## src/rtl/img_reader.sv

```systemverilog
// img_reader: scans img_mem in raster order once per start request and
// re-emits the frame as a valid/ready pixel stream with position tags.
module img_reader #(
  parameter int unsigned IMG_WIDTH  = 640,
  parameter int unsigned IMG_HEIGHT = 480,
  parameter int unsigned PIXELS     = IMG_WIDTH * IMG_HEIGHT,
  parameter int unsigned DATA_WIDTH = 8,
  parameter int unsigned RD_LATENCY = 1,
  parameter int unsigned FIFO_DEPTH = 4,
  localparam int unsigned AddrW = $clog2(PIXELS) + 1,
  localparam int unsigned HcntW = $clog2(IMG_WIDTH),
  localparam int unsigned VcntW = $clog2(IMG_HEIGHT)
) (
  input  logic                  clk,
  input  logic                  n_rst,
  input  logic                  start,
  input  logic                  w_busy,
  output logic [AddrW-1:0]      r_addr,
  input  logic [DATA_WIDTH-1:0] mem_dout,
  output logic                  pix_valid,
  input  logic                  pix_ready,
  output logic [DATA_WIDTH-1:0] pix_data,
  output logic [HcntW-1:0]      pix_hcount,
  output logic [VcntW-1:0]      pix_vcount,
  output logic                  pix_eol,
  output logic                  pix_last,
  output logic                  busy,
  output logic                  done
);

  localparam int unsigned PtrW = $clog2(FIFO_DEPTH);
  localparam logic [AddrW-1:0] LastAddr = AddrW'(PIXELS - 1);
  localparam logic [HcntW-1:0] LastCol  = HcntW'(IMG_WIDTH - 1);
  localparam logic [VcntW-1:0] LastRow  = VcntW'(IMG_HEIGHT - 1);

  typedef enum logic [2:0] {StIdle, StWait, StRead, StDrain, StDone} state_e;

  state_e                state_q, state_d;
  logic [AddrW-1:0]      addr_q, addr_d;    // next address to issue
  logic [AddrW-1:0]      raddr_q, raddr_d;  // last issued address, held on r_addr
  logic [RD_LATENCY-1:0] ifl_q, ifl_d;      // issue flags travelling with the read latency
  logic [PtrW:0]         wptr_q, wptr_d;
  logic [PtrW:0]         rptr_q, rptr_d;
  logic [PtrW:0]         fifo_cnt;
  logic [DATA_WIDTH-1:0] fifo_q [FIFO_DEPTH];
  logic [HcntW-1:0]      hcnt_q, hcnt_d;
  logic [VcntW-1:0]      vcnt_q, vcnt_d;
  logic                  issue, push, pop, credit_ok;

  // FIFO occupancy, credit and stream outputs
  always_comb begin
    fifo_cnt   = wptr_q - rptr_q;
    // Reads in flight already own a FIFO slot, so the FIFO can never overflow.
    credit_ok  = ($countones(ifl_q) + int'(fifo_cnt)) < int'(FIFO_DEPTH);
    push       = ifl_q[RD_LATENCY-1];
    pix_valid  = (fifo_cnt != '0);
    pix_data   = fifo_q[rptr_q[PtrW-1:0]];
    pop        = pix_valid & pix_ready;
    pix_hcount = hcnt_q;
    pix_vcount = vcnt_q;
    pix_eol    = pix_valid & (hcnt_q == LastCol);
    pix_last   = pix_valid & (hcnt_q == LastCol) & (vcnt_q == LastRow);
    busy       = (state_q == StWait) || (state_q == StRead) || (state_q == StDrain);
    done       = (state_q == StDone);
    r_addr     = issue ? addr_q : raddr_q;
  end

  // Control FSM: next state and read issue
  always_comb begin
    state_d = state_q;
    issue   = 1'b0;
    unique case (state_q)
      StIdle:  if (start) state_d = w_busy ? StWait : StRead;
      StWait:  if (!w_busy) state_d = StRead;
      StRead: begin
        issue = !w_busy && credit_ok;
        if (issue && (addr_q == LastAddr)) state_d = StDrain;
      end
      StDrain: if (pop && pix_last && (ifl_q == '0)) state_d = StDone;
      StDone:  state_d = StIdle;
      default: state_d = StIdle;
    endcase
  end

  // Next-state for address, in-flight tracker, FIFO pointers and output counters
  always_comb begin
    addr_d  = addr_q;
    raddr_d = raddr_q;
    if (state_q == StIdle) begin
      addr_d = '0;
    end else if (issue) begin
      addr_d  = addr_q + AddrW'(1);
      raddr_d = addr_q;
    end
    ifl_d    = ifl_q << 1;
    ifl_d[0] = issue;
    wptr_d   = wptr_q + (PtrW + 1)'(push);
    rptr_d   = rptr_q + (PtrW + 1)'(pop);
    hcnt_d   = hcnt_q;
    vcnt_d   = vcnt_q;
    if (pop) begin
      if (hcnt_q == LastCol) begin
        hcnt_d = '0;
        vcnt_d = (vcnt_q == LastRow) ? '0 : vcnt_q + VcntW'(1);
      end else begin
        hcnt_d = hcnt_q + HcntW'(1);
      end
    end
  end

  // State registers; async reset abandons any frame in progress
  always_ff @(posedge clk or negedge n_rst) begin
    if (!n_rst) begin
      state_q <= StIdle;
      addr_q  <= '0;
      raddr_q <= '0;
      ifl_q   <= '0;
      wptr_q  <= '0;
      rptr_q  <= '0;
      hcnt_q  <= '0;
      vcnt_q  <= '0;
    end else begin
      state_q <= state_d;
      addr_q  <= addr_d;
      raddr_q <= raddr_d;
      ifl_q   <= ifl_d;
      wptr_q  <= wptr_d;
      rptr_q  <= rptr_d;
      hcnt_q  <= hcnt_d;
      vcnt_q  <= vcnt_d;
    end
  end

  // FIFO storage; contents are don't-care while the pointers say empty
  always_ff @(posedge clk) begin
    if (push) fifo_q[wptr_q[PtrW-1:0]] <= mem_dout;
  end

endmodule

```

## config.mk

```make
export PLATFORM = sky130hd
export DESIGN_NAME = img_reader
export DESIGN_NICKNAME = d
export VERILOG_FILES = /design/src/rtl/img_reader.sv
export SDC_FILE = /design/constraint.sdc
export NUM_CORES = 1
export LEC_CHECK = 0
export BUFFER_PORTS_ARGS = -buffer_cell sky130_fd_sc_hd__buf_2
export CAP_MARGIN = 30
export CELL_PAD_IN_SITES_DETAIL_PLACEMENT = 1
export CELL_PAD_IN_SITES_GLOBAL_PLACEMENT = 2
export CORE_ASPECT_RATIO = 0.8
export CORE_UTILIZATION = 42
export CTS_CLUSTER_DIAMETER = 100
export DETAILED_ROUTE_END_ITERATION = 7
export PLACE_DENSITY_LB_ADDON = 0.05
export RECOVER_POWER = 100
export SYNTH_ARGS = -nofsm -noshare
export SYNTH_HDL_FRONTEND = slang
export SYNTH_SLANG_ARGS = --single-unit
```

## constraint.sdc

```tcl
create_clock -name clk -period 9.61 [get_ports clk]
set_clock_uncertainty 0.15 [all_clocks]
set_input_delay 1.922 -clock clk [delete_from_list [all_inputs] [get_ports clk]]
set_output_delay 1.922 -clock clk [all_outputs]
set_load 0.03 [all_outputs]
```

# After elaboration in Yosys (flattened, before gate mapping)
# Memories as Yosys holds them, arrays and structs flattened.
# Index checks and enable logic that the tools add are counted.
# word_totals
regBits,69
mem_bits_rw,32
input_bits,13
word_cells,58
n_memories,1
# classes
add_sub_neg,7
n_lt_le_gt_ge,1
eq_ne,11
muxes,14
bitwise_logic,4
reduce_logical,12
# mem_list
memory,words,width,read_ports,rd_ports_with_merged_regs,wr,line_no,rtl
fifo_q,4,8,1,0,1,45,logic [DATA_WIDTH-1:0] fifo_q [FIFO_DEPTH];
# op_table
op,n
20-bit 2-to-1 mux,3
"20-bit by 1-bit adder with 20-bit output, second input constant",1
"20-bit by 19-bit == test with 1-bit output, second input constant",1
3-bit 2-to-1 mux,4
3-bit one-hot mux with 4 select lines,1
"10-bit by 1-bit adder with 10-bit output, second input constant",1
"10-bit == test, second input constant",1
10-bit 2-to-1 mux,1
"9-bit by 1-bit adder with 9-bit output, second input constant",1
"9-bit == test, second input constant",1
9-bit 2-to-1 mux,1
3-bit by 1-bit adder with 3-bit output,2
"3-bit by 2-bit == test with 1-bit output, second input constant",2
1-bit by 3-bit adder with 4-bit output,1
1-bit logical AND,4
"4-bit by 3-bit < comparator with 1-bit output, second input constant",1
"2-bit by 1-bit != test with 1-bit output, second input constant",2
"2-bit != test, second input constant",2
4-bit AND reduction,1
1-bit AND,3
"3-bit by 1-bit == test with 1-bit output, second input constant",1
"3-bit == test, second input constant",1
3-bit logical NOT,1
1-bit 2-to-1 mux,3
other kinds (8),9

# Logic depth before layout (Yosys ltp)
# depth
depth_word,8
ltp_mapped,10
depth_no_buf,9

# Worst setup path after synthesis
# Ideal clock, no wire load.
# synth_path
kind,in2out
start,input w_busy
end,output r_addr[0]
arrival_ns,3.113
slack_ns,4.425
path_stages,5
cell_sequence,nor2b_1 and4_1 buf_2 buf_2 mux2_2
# synth_via
elab_chain_cells,4
# synth_rtl
element,line_no,rtl
start: declaration,17,"input logic w_busy,"
1-bit logical NOT,76,issue = !w_busy && credit_ok;
1-bit logical AND,76,
1-bit 2-to-1 mux,72,unique case (state_q)
20-bit 2-to-1 mux,-,
end: declaration,18,"output logic [AddrW-1:0] r_addr,"
# No other way between the ends.

# Worst setup path in the final report
# layout_path
start,input w_busy
end,output r_addr[3]
# Same word-level chain as after synthesis.

==> results.cfg <==
[setup_path]
crit_top_cell = clkbuf_1
crit_path_top_delay_cell = clkbuf_1
reg2reg_depth = 6
path_max_fanout = 24
r2r_end = raddr_q[15]$_DFFE_PN0N_
end_kind = primary output
crit_type = in2out
crit_arrival_ns = 4.69
r2r_start = rptr_q[0]$_DFF_PN0_
startpoint_type = input pin
path_cells = buf_2, nor2b_1, and4_1, clkbuf_1, mux2_2, clkbuf_1
required_ns = 7.54
ff2ff_setup_slack_ns = 5.30
max_stage_delay_ns = 0.94

[synth]
synth_warnings = 0
postSynthNetCount = 406
synth_cell_types = 47
yosys.area.top_type = dfrtp_1
syn_avg_cell_area_um2 = 12.50
ys_seq_area_share_pct = 56.01
synth-async-reset-ratio_pct = 68.32
netlist_instances = 384
synth_edf_count = 32
synth_ff_type = dfrtp_1
yosys-top-cells-area = dfrtp_1 36%, edfxtp_1 20%, mux2_2 9.9%
post-synth-top-count-cell = dfrtp_1
synth.top_cell.area_share_pct = 35.98
netlist_top_cells_count = 69 x dfrtp_1, 42 x mux2_2, 32 x edfxtp_1, 23 x nand2_1, 21 x a21oi_1
netlist_area_um2 = 4798
ys_ff_latch = 101

[min_path]
hold_path.class = reg2reg
hold_start = wptr_q[2]$_DFF_PN0_
holdPathStages = 1
hold_end = wptr_q[2]$_DFF_PN0_

[layout]
synthToLayoutAreaGrowth_pct = 13.48
drive_gt1_share_pct = 16.29
nNetsFinal = 465
final_core_util_pct = 49.61
regArea_um2 = 2688
multi_input_area_um2 = 1978
nFillCells = 1195
antennaDiodeCount = 0

[clocking]
clk_pin_slew_ns = 0.07
cts-hold-fix-buffers = 0
cts_htree_levels = 3
clk_path_buf_depth = 2
clock_latency_ns = 0.35
ctsResizeCount = 0
cts_setup_buffers = 0
cts_tree = done
cts_buffers = 9
clock-root-buffer = clkbuf_16
clkSinkCount = 101

[drt]
wl_um = 10640
dr.first_iter.drc_count = 202
wire_per_inst_um = 17.97
final_antenna_net_count = 0
avgViaCountPerCell = 5.608
num_vias = 3320
drc_errors = 0
first_pass_iters = 4

[global_routing]
gr-total-overflow = 0
grt_max_degree = 70
track_usage_pct = 19.60
grt_pass1_wl_um = 18040
antenna_found_initial = 0
grt_pass1_vias = 3471

[placed_design]
gp_routability_congestion = 0.7136
dpl.hpwl_um = 7273
portBuffers = 64

[timing]
hold_viol = 0
drv_slew = 64
rsz0062_at_grt = false
period_minus_slack_ns = 6.759
tightest_slew_ns = 3.564
setup_tns_ns = 0
slew_headroom_pct = -137.6
period_share_pct = 70.33
setup_violations = 0
fmax_mhz = 148.0

[floorplanning]
ioPinCount = 65
die_area_um2 = 11860
rows = 34
chipHeight_um = 97.60
initial_core_util_pct = 43.72
fp.dieW_um = 121.5
core-area_um2 = 10980

[flow_run]
cap_viol_max_count = 1

[power_and_ir_drop]
ir_worst_vdd_uv = 182.9
p_per_area_nw_per_um2 = 268.3
leakage_nw = 2.145

[outcome]
status = complete, but fails checks
violations = max-capacitance violations, max-slew violations
[cell type report]
cell class / instances / share of cell area (%)
clock buffer: 9 / 4.136
clock inverter: 7 / 1.379
inverter: 9 / 0.6204
multi-input combinational: 254 / 36.33
sequential: 101 / 49.36
tap: 144 / 3.309
timing repair buffer: 68 / 4.871
[cells in the final DEF (no fill, tap or decap), drive strengths merged, types with 10 or more instances in the layout]
cell	count
a21oi	21
or4	13
mux2	42
o31ai	17
clkbuf	71
o21ai	14
nand2	23
nor3	10
edfxtp	32
nand3	18
dfrtp	69
nor2	11
inv	13
[per-layer routing]
layer  vias to the layer above  track usage (%)  wire (um)
li1                       1583                -          -
met1                      1670            27.96       5431
met2                        58            29.94       4720
met3                         9            4.577        385
met4                         0            5.033        102
met5                         -                0          0
[power breakdown]
part           switching, mW  leakage [nW]  internal, mW
logic                  0.327         0.814         0.182
clock network          0.175         0.145         0.185
registers             0.0811          1.19         0.511
total                  0.583          2.15         0.878
[worst max path at each step]
stage | from | end | slack [ns] | depth (start not counted)
final | w_busy | r_addr[3] | 2.85 | 6
after global routing | rptr_q[0]$_DFF_PN0_ | r_addr[3] | 2.51 | 7
after CTS | w_busy | r_addr[3] | 3.68 | 5
after detailed placement | w_busy | r_addr[3] | 3.69 | 5
after global placement | w_busy | r_addr[14] | 3.74 | 5
after floorplan | w_busy | r_addr[0] | 4.43 | 5
[metrics by stage]
stage | hold WS (ns) | cell area [um2] | setup WS [ns] | std cells | total power [mW]
after floorplan | 0.2993 | 4798 | 4.425 | 384 | 0.9902
after global placement | 0.3133 | 5226 | 3.743 | 574 | 1.111
after detailed placement | 0.3376 | 5226 | 3.692 | 574 | 1.134
after CTS | 0.3441 | 5527 | 3.679 | 590 | 1.501
after global routing | 0.3615 | 5445 | 2.506 | 592 | 1.553
final | 0.3456 | 5445 | 2.851 | 592 | 1.461
[state kept, by name, indices dropped and copies added (netlist names)]
name        flops
addr_q         20
fifo_q         32
wptr_q          3
pix_vcount      9
ifl_q           1
state_q         3
pix_hcount     10
rptr_q          3
raddr_q        20
[worst max-delay path, delay by kind of cell]
family	cells	cell delay, ns
buf+inv	3	1.28
mux	1	0.43
simple gates	2	1.04
[cells by family (layout without fill, tap and decap cells)]
kind of cell	Yosys count	in the layout	synth area share, %
and+or+nand+nor	118	118	14.24
DFF	101	101	56.01
AOI/OAI and AO/OA	64	64	8.370
muxes	52	52	14.03
buffers and inverters	29	93	2.555
xor gates and xnor gates	11	11	2.295
adders and majority gates	9	9	2.503
Note: power is estimated with default switching activity, not from simulation.
